`config.mk`:
```
export PLATFORM = sky130hd
export DESIGN_NAME = max7219_frame_ctrl
export DESIGN_NICKNAME = d
export VERILOG_FILES = /design/src/rtl/max7219_frame_ctrl.sv
export SDC_FILE = /design/constraint.sdc
export NUM_CORES = 1
export LEC_CHECK = 0
export ABC_AREA = 1
export CORE_ASPECT_RATIO = 0.7
export CORE_MARGIN = 3
export CORE_UTILIZATION = 45
export CTS_CLUSTER_SIZE = 28
export DETAILED_ROUTE_END_ITERATION = 7
export GPL_TIMING_DRIVEN = 0
export PLACE_DENSITY = 0.66
export SETUP_SLACK_MARGIN = 0.05
export SYNTH_ARGS = -nofsm -noshare
export SYNTH_HDL_FRONTEND = slang
export SYNTH_SLANG_ARGS = --single-unit
```
`constraint.sdc`:
```
create_clock -name sys_clk -period 2.3 [get_ports sys_clk]
set_input_delay 0.46 -clock sys_clk [delete_from_list [all_inputs] [get_ports sys_clk]]
set_output_delay 0.46 -clock sys_clk [all_outputs]
set_load 0.1 [all_outputs]
```
`src/rtl/max7219_frame_ctrl.sv`:
```
// MAX7219 sequencer: sends the init list, then refreshes 8 rows from an 8x8 buffer.
// Ports: sys_clk/_rst, enable, wr_*, intensity in; str/IRreg/data/busy driver port; status out.
module max7219_frame_ctrl #(
  parameter logic [2:0] SCAN_LIMIT     = 3'd7,
  parameter logic [3:0] INIT_INTENSITY = 4'h8,
  parameter int         GAP_CYCLES     = 4,
  parameter int         TIMEOUT        = 255
) (
  input  logic       sys_clk,
  input  logic       _rst,
  input  logic       enable,
  input  logic       wr_en,
  input  logic [2:0] wr_row,
  input  logic [7:0] wr_data,
  input  logic [3:0] intensity,
  output logic       str,
  output logic [7:0] IRreg,
  output logic [7:0] data,
  input  logic       busy,
  output logic       init_done,
  output logic       frame_done,
  output logic       timeout_err
);

  localparam logic [2:0] INIT_LOAD = 3'd0;
  localparam logic [2:0] LOAD      = 3'd1;
  localparam logic [2:0] WAIT_HI   = 3'd2;
  localparam logic [2:0] WAIT_LO   = 3'd3;
  localparam logic [2:0] GAP       = 3'd4;
  localparam logic [2:0] IDLE      = 3'd5;

  localparam logic [1:0] K_INIT = 2'd0;
  localparam logic [1:0] K_ROW  = 2'd1;
  localparam logic [1:0] K_INT  = 2'd2;

  localparam int TW = (TIMEOUT < 1) ? 1 : $clog2(TIMEOUT + 1);
  localparam int GW = (GAP_CYCLES < 2) ? 1 : $clog2(GAP_CYCLES);
  localparam logic [TW-1:0] TO_LAST  = TW'(TIMEOUT);
  localparam logic [GW-1:0] GAP_LAST = GW'(GAP_CYCLES - 1);

  logic [2:0]    state;
  logic [1:0]    kind;
  logic [2:0]    cmd_idx;
  logic [2:0]    row;
  logic [3:0]    last_int;
  logic [TW-1:0] to_cnt;
  logic [GW-1:0] gap_cnt;
  logic          retry;
  logic [7:0]    fb [8];

  logic          n_go;
  logic [1:0]    n_kind;
  logic [2:0]    n_idx;
  logic [2:0]    n_row;
  logic          n_fd;
  logic          n_initd;
  logic          bnd;
  logic [15:0]   n_cmd;
  logic [15:0]   cur_cmd;

  function automatic logic [15:0] init_cmd(input logic [2:0] idx);
    logic [15:0] c;
    case (idx)
      3'd0:    c = 16'h0C00;
      3'd1:    c = 16'h0F00;
      3'd2:    c = 16'h0900;
      3'd3:    c = {8'h0B, 5'b0, SCAN_LIMIT};
      3'd4:    c = {8'h0A, 4'b0, INIT_INTENSITY};
      default: c = 16'h0C01;
    endcase
    return c;
  endfunction

  function automatic logic [15:0] cmd_of(
    input logic [1:0] k,
    input logic [2:0] idx,
    input logic [2:0] r,
    input logic [7:0] px,
    input logic [3:0] inten
  );
    logic [15:0] c;
    unique case (1'b1)
      (k == K_ROW): c = {4'h0, {1'b0, r} + 4'd1, px};
      (k == K_INT): c = {8'h0A, 4'h0, inten};
      default:      c = init_cmd(idx);
    endcase
    return c;
  endfunction

  // Decide what follows the command that just finished its gap (or IDLE).
  // A "boundary" is where intensity is sampled: end of init, end of
  // frame, after an intensity command, and while idle.
  always_comb begin
    n_go    = 1'b0;
    n_kind  = kind;
    n_idx   = cmd_idx;
    n_row   = row;
    n_fd    = 1'b0;
    n_initd = 1'b0;
    bnd     = 1'b0;
    if (state == IDLE) begin
      bnd = 1'b1;
    end else begin
      case (kind)
        K_INIT: begin
          if (cmd_idx == 3'd5) begin
            n_initd = 1'b1;
            bnd     = 1'b1;
          end else begin
            n_go  = 1'b1;
            n_idx = cmd_idx + 3'd1;
          end
        end
        K_ROW: begin
          if (!enable) begin
            n_row = 3'd0;
          end else if (row == 3'd7) begin
            n_fd  = 1'b1;
            n_row = 3'd0;
            bnd   = 1'b1;
          end else begin
            n_go  = 1'b1;
            n_row = row + 3'd1;
          end
        end
        default: bnd = 1'b1;
      endcase
    end
    if (bnd) begin
      if (intensity != last_int) begin
        n_go   = 1'b1;
        n_kind = K_INT;
      end else if (enable) begin
        n_go   = 1'b1;
        n_kind = K_ROW;
        n_row  = 3'd0;
      end
    end
  end

  assign n_cmd   = cmd_of(n_kind, n_idx, n_row, fb[n_row], intensity);
  assign cur_cmd = cmd_of(kind, cmd_idx, row, fb[row], intensity);

  always_ff @(posedge sys_clk) begin
    if (!_rst) begin
      state       <= INIT_LOAD;
      kind        <= K_INIT;
      cmd_idx     <= 3'd0;
      row         <= 3'd0;
      last_int    <= INIT_INTENSITY;
      to_cnt      <= '0;
      gap_cnt     <= '0;
      retry       <= 1'b0;
      str         <= 1'b0;
      IRreg       <= 8'h00;
      data        <= 8'h00;
      init_done   <= 1'b0;
      frame_done  <= 1'b0;
      timeout_err <= 1'b0;
      for (int i = 0; i < 8; i++) fb[i] <= 8'h00;
    end else begin
      frame_done <= 1'b0;
      if (wr_en) fb[wr_row] <= wr_data;
      case (state)
        INIT_LOAD, LOAD: begin
          {IRreg, data} <= cur_cmd;
          str           <= 1'b1;
          to_cnt        <= '0;
          state         <= WAIT_HI;
          if (kind == K_INT) last_int <= intensity;
        end
        WAIT_HI: begin
          if (busy) begin
            state <= WAIT_LO;
          end else if (to_cnt == TO_LAST) begin
            str         <= 1'b0;
            timeout_err <= 1'b1;
            retry       <= 1'b1;
            gap_cnt     <= '0;
            state       <= GAP;
          end else begin
            to_cnt <= to_cnt + TW'(1);
          end
        end
        WAIT_LO: begin
          if (!busy) begin
            str     <= 1'b0;
            gap_cnt <= '0;
            state   <= GAP;
          end
        end
        GAP: begin
          if (gap_cnt != GAP_LAST) begin
            gap_cnt <= gap_cnt + GW'(1);
          end else if (retry) begin
            // Re-send the latched command unchanged.
            retry  <= 1'b0;
            str    <= 1'b1;
            to_cnt <= '0;
            state  <= WAIT_HI;
          end else begin
            // Launch straight from the gap so str is low exactly GAP_CYCLES.
            kind       <= n_kind;
            cmd_idx    <= n_idx;
            row        <= n_row;
            frame_done <= n_fd;
            if (n_initd) init_done <= 1'b1;
            if (n_go) begin
              {IRreg, data} <= n_cmd;
              str           <= 1'b1;
              to_cnt        <= '0;
              state         <= WAIT_HI;
              if (n_kind == K_INT) last_int <= intensity;
            end else begin
              state <= IDLE;
            end
          end
        end
        IDLE: begin
          if (n_go) begin
            kind  <= n_kind;
            row   <= n_row;
            state <= LOAD;
          end
        end
        default: state <= IDLE;
      endcase
    end
  end

endmodule

```
==> impl_metrics.env, run 1 <==
export IMPL_wire_per_inst_um=18.9
export IMPL_grt_overflow_total=0
export IMPL_gp_congestion=0.962
export IMPL_rsz0062_at_grt="yes"
export IMPL_final_area_um2=8070
export IMPL_p_seq_frac=0.322
export IMPL_worstPathArrival_ns=2.89
export IMPL_finalNetCount=945
export IMPL_power_mw=7.67
export IMPL_insertion_delay_ns=0.35
export IMPL_antenna_found_initial=0
export IMPL_min_path_type="flop to flop"
export IMPL_numCtsBuffers=9
export IMPL_slowest_stage="dfxtp_4"
export IMPL_die_w_um=148
export IMPL_comb_power_share=0.472
export IMPL_p_per_area_nw_per_um2=951
export IMPL_grt_max_degree=18
export IMPL_track_usage=0.260
export IMPL_slew_violations=0
export IMPL_place_hpwl_mm=14.5
export IMPL_port_buffers=35
export IMPL_die_h_um=105
export IMPL_skew_ns=0.00609
export IMPL_ys_ff_latch=109
export IMPL_cp_required_ns=2.59
export IMPL_ys_seq_area_frac=0.445
export IMPL_drc_errors=0
export IMPL_hold_ws_ns=0.449
export IMPL_endpoint_kind="flop"
export IMPL_final_common_cell="nor2_1"
export IMPL_async_flop_share=0
export IMPL_startpoint="kind[0]"
export IMPL_setup_tns_final_ns=-2.48
export IMPL_worstHoldStart="timeout_err"
export IMPL_synth_edff_count=64
export IMPL_yosys_warnings=0
export IMPL_mostFrequentLayoutCells="132 x nor2_1, 114 x nand2_1, 81 x inv_1, 73 x o21ai_0, 64 x edfxtp_1"
export IMPL_dpl_cell_area_um2=6980
export IMPL_cts_hold_buf=0
export IMPL_cts_tree="built"
export IMPL_total_leakage_power_nw=3.38
export IMPL_wirelength_mm=20.7
export IMPL_clk_path_buf_depth=2
export IMPL_cp_max_fo=7
export IMPL_cts_htree_levels=3
export IMPL_max_cap_viol_count=0
export IMPL_r2r_start="kind[0]"
export IMPL_initial_utilization=0.471
export IMPL_cts_root_buf="clkbuf_16"
export IMPL_ant_nets=0
export IMPL_p_clk_frac=0.206
export IMPL_peakVddDrop_v=0.000464
export IMPL_cp_cell_sequence="buf_6 -> ha_4 -> nand3_4 -> nand2_4 -> nor2_4 -> inv_2 -> nand2_4 -> inv_4 -> a21oi_4 -> ha_4 -> inv_4 -> nor2_4 -> o211ai_1 -> nand3_1 -> nand2_2 -> nand2_2 -> nand2_1 -> a21oi_1"
export IMPL_netlist_area_um2=6340
export IMPL_finalHoldViolCount=0
export IMPL_avgSynthCellArea_um2=7.71
export IMPL_syn_inst=822
export IMPL_fin_ws_ns=-0.306
export IMPL_max_slew_margin=0.357
export IMPL_vias=6282
export IMPL_coreArea_um2=13400
export IMPL_setup_viol=16
export IMPL_fp_row_count=35
export IMPL_clock_sinks=109
export IMPL_fin_crit_ns=2.61
export IMPL_p_int_mw=4.25
export IMPL_grt_pass1_vias=5922
export IMPL_tightest_slew_ns=0.968
export IMPL_grt_pass1_wl_mm=31.7
export IMPL_drt_vias_per_instance=5.72
export IMPL_clkTransAtPathRegs_ns=0.07
export IMPL_die_area_um2=15600
export IMPL_cp_start_kind="flop"
export IMPL_dr_pass1_iters=6
export IMPL_fmax_ghz=0.384
export IMPL_power_switching_mw=3.42
export IMPL_drt_initial_drc_count=751
export IMPL_synth_ff_type="edfxtp_1"
export IMPL_area_growth_pct=27.3
export IMPL_switching_share=0.446
export IMPL_cpPeakStageDelay_ns=0.37
export IMPL_failed_checks="setup timing"
export IMPL_path_class="flop to flop"
export IMPL_ys_types=46
export IMPL_status="finished, violations left"
export IMPL_drive_gt1_frac=0.234
export IMPL_diodes=0
export IMPL_io_pins=40
export IMPL_post_route_period_util=1.13
[metrics by stage]
step | instances | setup slack, ns | util
finish | 1099 | -0.306 | 0.600
global route | 1099 | -0.359 | 0.600
CTS | 1087 | -0.191 | 0.571
detailed placement | 1045 | -1.07 | 0.519
global placement | 1045 | -0.959 | 0.519
floorplan | 825 | 0.0535 | -
[cells in the mapped netlist, types with 2 or more instances]
| cell type | number | area share |
|---|---|---|
| nor2_1 | 141 | 0.084 |
| nand2_1 | 139 | 0.082 |
| inv_1 | 96 | 0.057 |
| o21ai_0 | 81 | 0.064 |
| edfxtp_1 | 64 | 0.30 |
| a21oi_1 | 62 | 0.049 |
| dfxtp_1 | 45 | 0.14 |
| nand3_1 | 42 | 0.033 |
| ha_1 | 16 | 0.032 |
| clkbuf_1 | 14 | 0.0083 |
| o21ai_1 | 12 | 0.0095 |
| nor3_1 | 10 | 0.0079 |
| buf_4 | 8 | 0.0095 |
| nand2_2 | 8 | 0.0079 |
| o211ai_1 | 8 | 0.0095 |
| a31oi_1 | 7 | 0.0069 |
| o22ai_1 | 7 | 0.0069 |
| inv_2 | 6 | 0.0036 |
| a211oi_1 | 5 | 0.0059 |
| nand4_1 | 5 | 0.0049 |
| nor2_2 | 4 | 0.0039 |
| nor2_4 | 4 | 0.0071 |
| o211ai_2 | 4 | 0.0079 |
| buf_2 | 3 | 0.0024 |
| nand2_4 | 3 | 0.0053 |
| xnor2_1 | 3 | 0.0041 |
| a22oi_1 | 2 | 0.0024 |
| a311oi_1 | 2 | 0.0028 |
| buf_12 | 2 | 0.0063 |
| nand3_2 | 2 | 0.0032 |
| xor2_1 | 2 | 0.0028 |
[power groups by stage]
stage	clock [mW]	sequential, mW	combinational, mW
2_1_floorplan	0	3.04	1.69
3_3_place_gp	0	2.50	2.95
3_5_place_dp	0	2.51	3.00
4_1_cts	1.60	2.46	3.16
5_1_grt	1.68	2.49	3.86
6_report	1.58	2.47	3.62
[cell families (layout without fill, tap and decap cells)]
group	after synthesis	in the layout	share of synthesized area
compound gates	195	195	0.172
xor+xnor	5	5	0.00691
fa+ha+maj	16	16	0.0316
buf+inv	132	221	0.0904
flops	109	109	0.445
other cells	1	4	0.000592
simple gates	364	364	0.253
[critical path: cells and delay by family (launching register included)]
kind            cells  cell delay, ns
compound gates      3            0.47
buf+inv             4            0.28
fa+ha+maj           2            0.37
simple gates        9            1.05
flops               1            0.37
[per-layer routing]
metal	wire [um]	vias to the layer above	global-route usage
met5	0	-	0
met4	322	0	0.0798
met3	2240	33	0.0606
met2	8800	349	0.372
met1	9360	2990	0.391
li1	-	2910	-
[cell type report]
class | instances | area (um2)
Clock inverter | 6 | 60.1
Buffer | 29 | 199
Clock buffer | 10 | 239
Multi-Input combinational cell | 584 | 3460
Inverter | 103 | 409
Fill cell | 1178 | 5380
Sequential cell | 109 | 2840
Tap cell | 185 | 231
Timing Repair Buffer | 73 | 628
[final timing paths]
kind                                    end  slack (ns)  cells past startpoint
worst max-delay path                data[0]       -0.31                     18
worst min-delay path            timeout_err        0.45                      2
worst max register to register      data[0]       -0.31                     18
worst min register to register  timeout_err        0.45                      2
[flip-flops by register name (all words and copies together) (netlist names), named ones only]
signal       count
timeout_err      1
cmd_idx          3
data             8
row              3
state            3
kind             2
to_cnt           8
fb              64
last_int         4
retry            1
str              1
IRreg            4
init_done        1
gap_cnt          2
frame_done       1
[repair_timing]
action | 4_1_cts | 5_1_grt
pin swaps | 21 | 33
gates cloned | 0 | 0
setup endpoints to repair | 102 | 88
resized for setup | 90 | 82
buffers inserted | 26 | 12
Note: power is estimated with default switching activity, not from simulation.
==> run 2: changes to the inputs <==
Settings changed: SETUP_SLACK_MARGIN 0.05 to 0.15, TNS_END_PERCENT set to 30.
==> impl_metrics.env, run 2 (synthesized netlist as in run 1, its figures left out) <==
export IMPL_area_growth_pct=24.2
export IMPL_cp_cell_sequence="ha_4 -> ha_4 -> nand3_4 -> nand2_4 -> nor2_4 -> inv_2 -> nand2_4 -> inv_4 -> a21oi_4 -> ha_4 -> inv_4 -> nor2_4 -> o211ai_1 -> nand3_1 -> nand2_2 -> nand2_2 -> nand2_2 -> a21oi_2"
export IMPL_min_path_type="flop to flop"
export IMPL_cts_hold_buf=0
export IMPL_startpoint="row[0]"
export IMPL_fin_crit_ns=2.51
export IMPL_dr_pass1_iters=6
export IMPL_cp_max_fo=7
export IMPL_largest_reg_flops=64
export IMPL_slew_violations=0
export IMPL_setup_viol=21
export IMPL_initial_utilization=0.471
export IMPL_die_area_um2=15600
export IMPL_grt_max_degree=20
export IMPL_drt_vias_per_instance=5.76
export IMPL_cts_root_buf="clkbuf_16"
export IMPL_peakVddDrop_v=0.000426
export IMPL_track_usage=0.259
export IMPL_clkTransAtPathRegs_ns=0.08
export IMPL_failed_checks="setup timing"
export IMPL_fmax_ghz=0.399
export IMPL_numCtsBuffers=9
export IMPL_dpl_cell_area_um2=7010
export IMPL_cts_tree="built"
export IMPL_rsz0062_at_grt="yes"
export IMPL_fin_ws_ns=-0.207
export IMPL_cp_start_kind="flop"
export IMPL_cts_htree_levels=3
export IMPL_drt_initial_drc_count=883
export IMPL_drive_gt1_frac=0.207
export IMPL_place_hpwl_mm=14.6
export IMPL_total_leakage_power_nw=3.28
export IMPL_clk_path_buf_depth=2
export IMPL_wirelength_mm=20.0
export IMPL_fp_row_count=35
export IMPL_worstHoldStart="timeout_err"
export IMPL_drc_errors=0
export IMPL_die_w_um=148
export IMPL_cpPeakStageDelay_ns=0.36
export IMPL_grt_pass1_vias=5954
export IMPL_cp_required_ns=2.58
export IMPL_max_slew_margin=0.358
export IMPL_largestRegisters="fb: 64 flops, data: 8 flops, to_cnt: 8 flops"
export IMPL_grt_overflow_total=0
export IMPL_worstPathArrival_ns=2.79
export IMPL_p_per_area_nw_per_um2=969
export IMPL_final_common_cell="nor2_1"
export IMPL_finalNetCount=930
export IMPL_final_area_um2=7870
export IMPL_fillers=1228
export IMPL_diodes=0
export IMPL_hold_ws_ns=0.453
export IMPL_mostFrequentLayoutCells="135 x nor2_1, 118 x nand2_1, 82 x inv_1, 74 x o21ai_0, 64 x edfxtp_1"
export IMPL_io_pins=40
export IMPL_port_buffers=35
export IMPL_slowest_stage="dfxtp_4"
export IMPL_hold_depth=2
export IMPL_gp_congestion=0.993
export IMPL_post_route_period_util=1.09
export IMPL_vias=6241
export IMPL_finalHoldViolCount=0
export IMPL_clock_sinks=109
export IMPL_endpoint_kind="flop"
export IMPL_reg2regPathDepth=18
export IMPL_r2r_start="row[0]"
export IMPL_dp_slack_ns=-0.956
export IMPL_path_class="flop to flop"
export IMPL_tightest_slew_ns=0.966
export IMPL_ant_nets=0
export IMPL_die_h_um=105
export IMPL_coreArea_um2=13400
export IMPL_insertion_delay_ns=0.35
export IMPL_top_register="fb"
export IMPL_max_cap_viol_count=0
export IMPL_grt_pass1_wl_mm=32.0
export IMPL_skew_ns=0.00848
export IMPL_antenna_found_initial=0
export IMPL_status="finished, violations left"
export IMPL_wire_per_inst_um=18.4
[run 2: cell count changes in the layout (fill, tap and decap cells not counted), moves of 4 or more]
cell,previous run,this run
buf_4,41,28
nand3_1,26,31
nand2_1,114,118
nand3_2,12,8
[run 2: final cells by class]
type                            instances  area (um2)  share of cell area
Clock buffer                           10         229              0.0291
Timing Repair Buffer                   58         508              0.0645
Buffer                                 29         204              0.0259
Multi-Input combinational cell        584        3410               0.433
Clock inverter                          6        52.6             0.00668
Tap cell                              185         231              0.0294
Sequential cell                       109        2840               0.360
Inverter                              103         404              0.0513
[run 2: layer usage]
metal	vias to the layer above	wire, um	GRT usage
li1	2892	-	-
met1	2965	9150	0.394
met2	354	8480	0.385
met3	30	2050	0.0511
met4	0	277	0.0514
met5	-	0	0
[run 2: power breakdown]
| group | leakage, nW | internal (mW) | switching, mW |
|---|---|---|---|
| combinational | 2.16 | 1.09 | 2.54 |
| sequential | 0.984 | 2.30 | 0.170 |
| clock | 0.137 | 0.759 | 0.765 |
| total | 3.28 | 4.15 | 3.48 |
[run 2: worst max-delay path: cells and delay by family (launching register included)]
family	cells	cell delay [ns]
AND/OR/NAND/NOR	9	0.95
adder cells (fa/ha/maj)	3	0.50
AO/OA/AOI/OAI	3	0.44
flip-flops	1	0.36
buffers and inverters	3	0.17
[run 2: through the flow]
| step | power, mW | cells | TNS (ns) | util |
|---|---|---|---|---|
| 2_1_floorplan | 4.74 | 825 | 0 | - |
| 3_3_place_gp | 5.46 | 1045 | -39.28 | 0.522 |
| 3_5_place_dp | 5.52 | 1045 | -43.31 | 0.522 |
| 4_1_cts | 7.38 | 1080 | -1.39 | 0.574 |
| 5_1_grt | 8.02 | 1084 | -5.97 | 0.586 |
| 6_report | 7.63 | 1084 | -1.79 | 0.586 |
[run 2: path summary, 6_finish.rpt]
check,slack [ns],endpoint
hold reg to reg,0.45,timeout_err
hold / removal,0.45,timeout_err
setup / recovery,-0.21,data[3]
setup reg to reg,-0.21,data[3]
[run 2: timing repair]
action,CTS,global route
setup buffers,19,4
pin swaps,25,13
hold endpoints to repair,0,0
setup endpoints to repair,107,102
gates resized for setup,102,43
==> run 3: changes to the inputs <==
Settings changed: CORE_UTILIZATION 45 to 35, GPL_ROUTABILITY_DRIVEN set to 0, PLACE_DENSITY 0.66 to not set.
==> impl_metrics.env, run 3 (synthesized netlist as in run 1, its figures left out) <==
export IMPL_status="finished, violations left"
export IMPL_failed_checks="setup timing"
export IMPL_finalNetCount=939
export IMPL_grt_max_degree=17
export IMPL_mostFrequentLayoutCells="137 x nor2_1, 127 x nand2_1, 82 x inv_1, 74 x o21ai_0, 64 x edfxtp_1"
export IMPL_largest_reg_flops=64
export IMPL_cts_hold_buf=0
export IMPL_rrSetupSlack_ns=-0.12
export IMPL_diodes=0
export IMPL_place_hpwl_mm=14.7
export IMPL_fp_row_count=40
export IMPL_cp_cell_sequence="ha_4 -> nand3_4 -> buf_4 -> buf_4 -> buf_4 -> buf_4 -> buf_4 -> buf_4 -> buf_4 -> buf_4 -> buf_4 -> buf_4 -> buf_4 -> buf_4 -> buf_4 -> nor3_2"
export IMPL_r2r_start="row[2]"
export IMPL_clock_sinks=109
export IMPL_drc_errors=0
export IMPL_drt_met1_wl_mm=10.3
export IMPL_io_pins=40
export IMPL_max_cap_viol_count=0
export IMPL_ant_nets=0
export IMPL_track_usage=0.199
export IMPL_post_route_util=0.454
export IMPL_cts_root_buf="clkbuf_16"
export IMPL_min_path_type="flop to flop"
export IMPL_fillers=1724
export IMPL_peakVddDrop_v=0.000710
export IMPL_wl_met3_mm=1.79
export IMPL_post_route_period_util=1.05
export IMPL_antenna_found_initial=0
export IMPL_grt_pass1_wl_mm=30.7
export IMPL_crit_top_cell="buf_4"
export IMPL_dr_max_layer_used="met4"
export IMPL_cts_htree_levels=3
export IMPL_coreArea_um2=17500
export IMPL_top_register="fb"
export IMPL_fin_crit_ns=2.42
export IMPL_largestRegisters="fb: 64 flops, data: 8 flops, to_cnt: 8 flops"
export IMPL_worstPathArrival_ns=2.70
export IMPL_cp_max_fo=5
export IMPL_insertion_delay_ns=0.35
export IMPL_endpoint_kind="flop"
export IMPL_drt_vias_per_instance=5.27
export IMPL_final_area_um2=7930
export IMPL_finalHoldViolCount=0
export IMPL_die_w_um=167
export IMPL_multi_input_area_um2=3280
export IMPL_register_area_um2=2840
export IMPL_fmax_ghz=0.414
export IMPL_grt_overflow_total=0
export IMPL_cp_required_ns=2.58
export IMPL_die_area_um2=19800
export IMPL_area_growth_pct=25.1
export IMPL_reg2regPathDepth=16
export IMPL_slew_violations=0
export IMPL_power_mw=7.53
export IMPL_final_common_cell="nor2_1"
export IMPL_r2r_end="frame_done"
export IMPL_max_slew_margin=0.354
export IMPL_port_buffers=35
export IMPL_drt_initial_drc_count=688
export IMPL_grt_pass1_vias=5510
export IMPL_hold_depth=2
export IMPL_setup_viol=35
export IMPL_dpl_cell_area_um2=7070
export IMPL_cp_start_kind="flop"
export IMPL_skew_ns=0.00824
export IMPL_slowest_stage="dfxtp_1"
export IMPL_total_leakage_power_nw=3.47
export IMPL_dr_wl_met2_mm=7.77
export IMPL_clk_path_buf_depth=2
export IMPL_wire_per_inst_um=17.7
export IMPL_cts_tree="built"
export IMPL_whs_endpoint="timeout_err"
export IMPL_vias=6007
export IMPL_tightest_slew_ns=0.968
export IMPL_clkTransAtPathRegs_ns=0.07
export IMPL_wirelength_mm=20.1
export IMPL_path_class="flop to flop"
export IMPL_initial_utilization=0.363
export IMPL_rsz0062_at_grt="yes"
export IMPL_die_h_um=119
export IMPL_dr_pass1_iters=5
export IMPL_fin_ws_ns=-0.116
export IMPL_cpPeakStageDelay_ns=0.45
export IMPL_drive_gt1_frac=0.191
export IMPL_p_per_area_nw_per_um2=950
export IMPL_worstHoldStart="timeout_err"
export IMPL_numCtsBuffers=9
[run 3: changes by cell type in the layout (fill, tap and decap cells not counted), sizes merged]
cell	previous run	this run
clkbuf	25	29
clkinv	1	0
dlymetal6s2s	0	15
inv	107	104
clkdlybuf4s15	0	1
bufinv	0	1
dlygate4sd2	20	5
clkinvlp	1	0
buf	38	46
[run 3: worst max-delay path by stage]
stage | startpoint | end | slack [ns] | depth (start not counted)
after floorplan | row[0] | data[0] | 0.14 | 18
after CTS | row[0] | data[3] | -0.06 | 18
after detailed placement | intensity[3] | data[0] | -0.98 | 17
after global routing | row[0] | data[0] | -0.22 | 18
after global placement | intensity[3] | data[0] | -1.00 | 17
final | row[2] | frame_done | -0.12 | 16
[run 3: layer usage]
| metal | global-route usage | up-vias |
|---|---|---|
| met4 | 0.0474 | 0 |
| met5 | 0 | - |
| met2 | 0.267 | 243 |
| met1 | 0.318 | 2837 |
| li1 | - | 2906 |
| met3 | 0.0465 | 21 |
[run 3: worst max-delay path: cells and delay by family, from the launching register on]
kind / cells / cell delay, ns
adder cells (fa/ha/maj): 1 / 0.18
buffers and inverters: 13 / 1.58
flip-flops: 1 / 0.45
AND/OR/NAND/NOR: 2 / 0.17
[run 3: final cells by class]
cell class                      count  share of cell area
Sequential cell                   109               0.358
Inverter                          103              0.0516
Clock inverter                      2             0.00458
Multi-Input combinational cell    584               0.414
Buffer                             29              0.0243
Timing Repair Buffer               67              0.0791
Clock buffer                       14              0.0320
Tap cell                          231              0.0365
[run 3: what timing repair did]
action                                  CTS  global route
buffers inserted                         24             8
pin swaps                                11            10
endpoints found under the setup margin  106           115
resized for setup                        64            47
[run 3: metrics by stage]
step / setup TNS [ns] / cells / hold WS, ns / setup slack, ns
after floorplan: 0 / 825 / 0.443 / 0.137
after global placement: -46.51 / 1091 / 0.441 / -1.00
after detailed placement: -46.65 / 1091 / 0.449 / -0.981
after CTS: -0.254 / 1131 / 0.460 / -0.0580
after global routing: -4.29 / 1139 / 0.499 / -0.223
final: -1.01 / 1139 / 0.455 / -0.116
[run 3: power by group]
part           leakage (nW)  total (mW)  switching, mW  internal (mW)
logic                  2.35        3.47           2.43           1.04
clock network         0.141        1.59          0.712          0.879
registers             0.985        2.47          0.167           2.31
total                  3.47        7.53           3.31           4.22
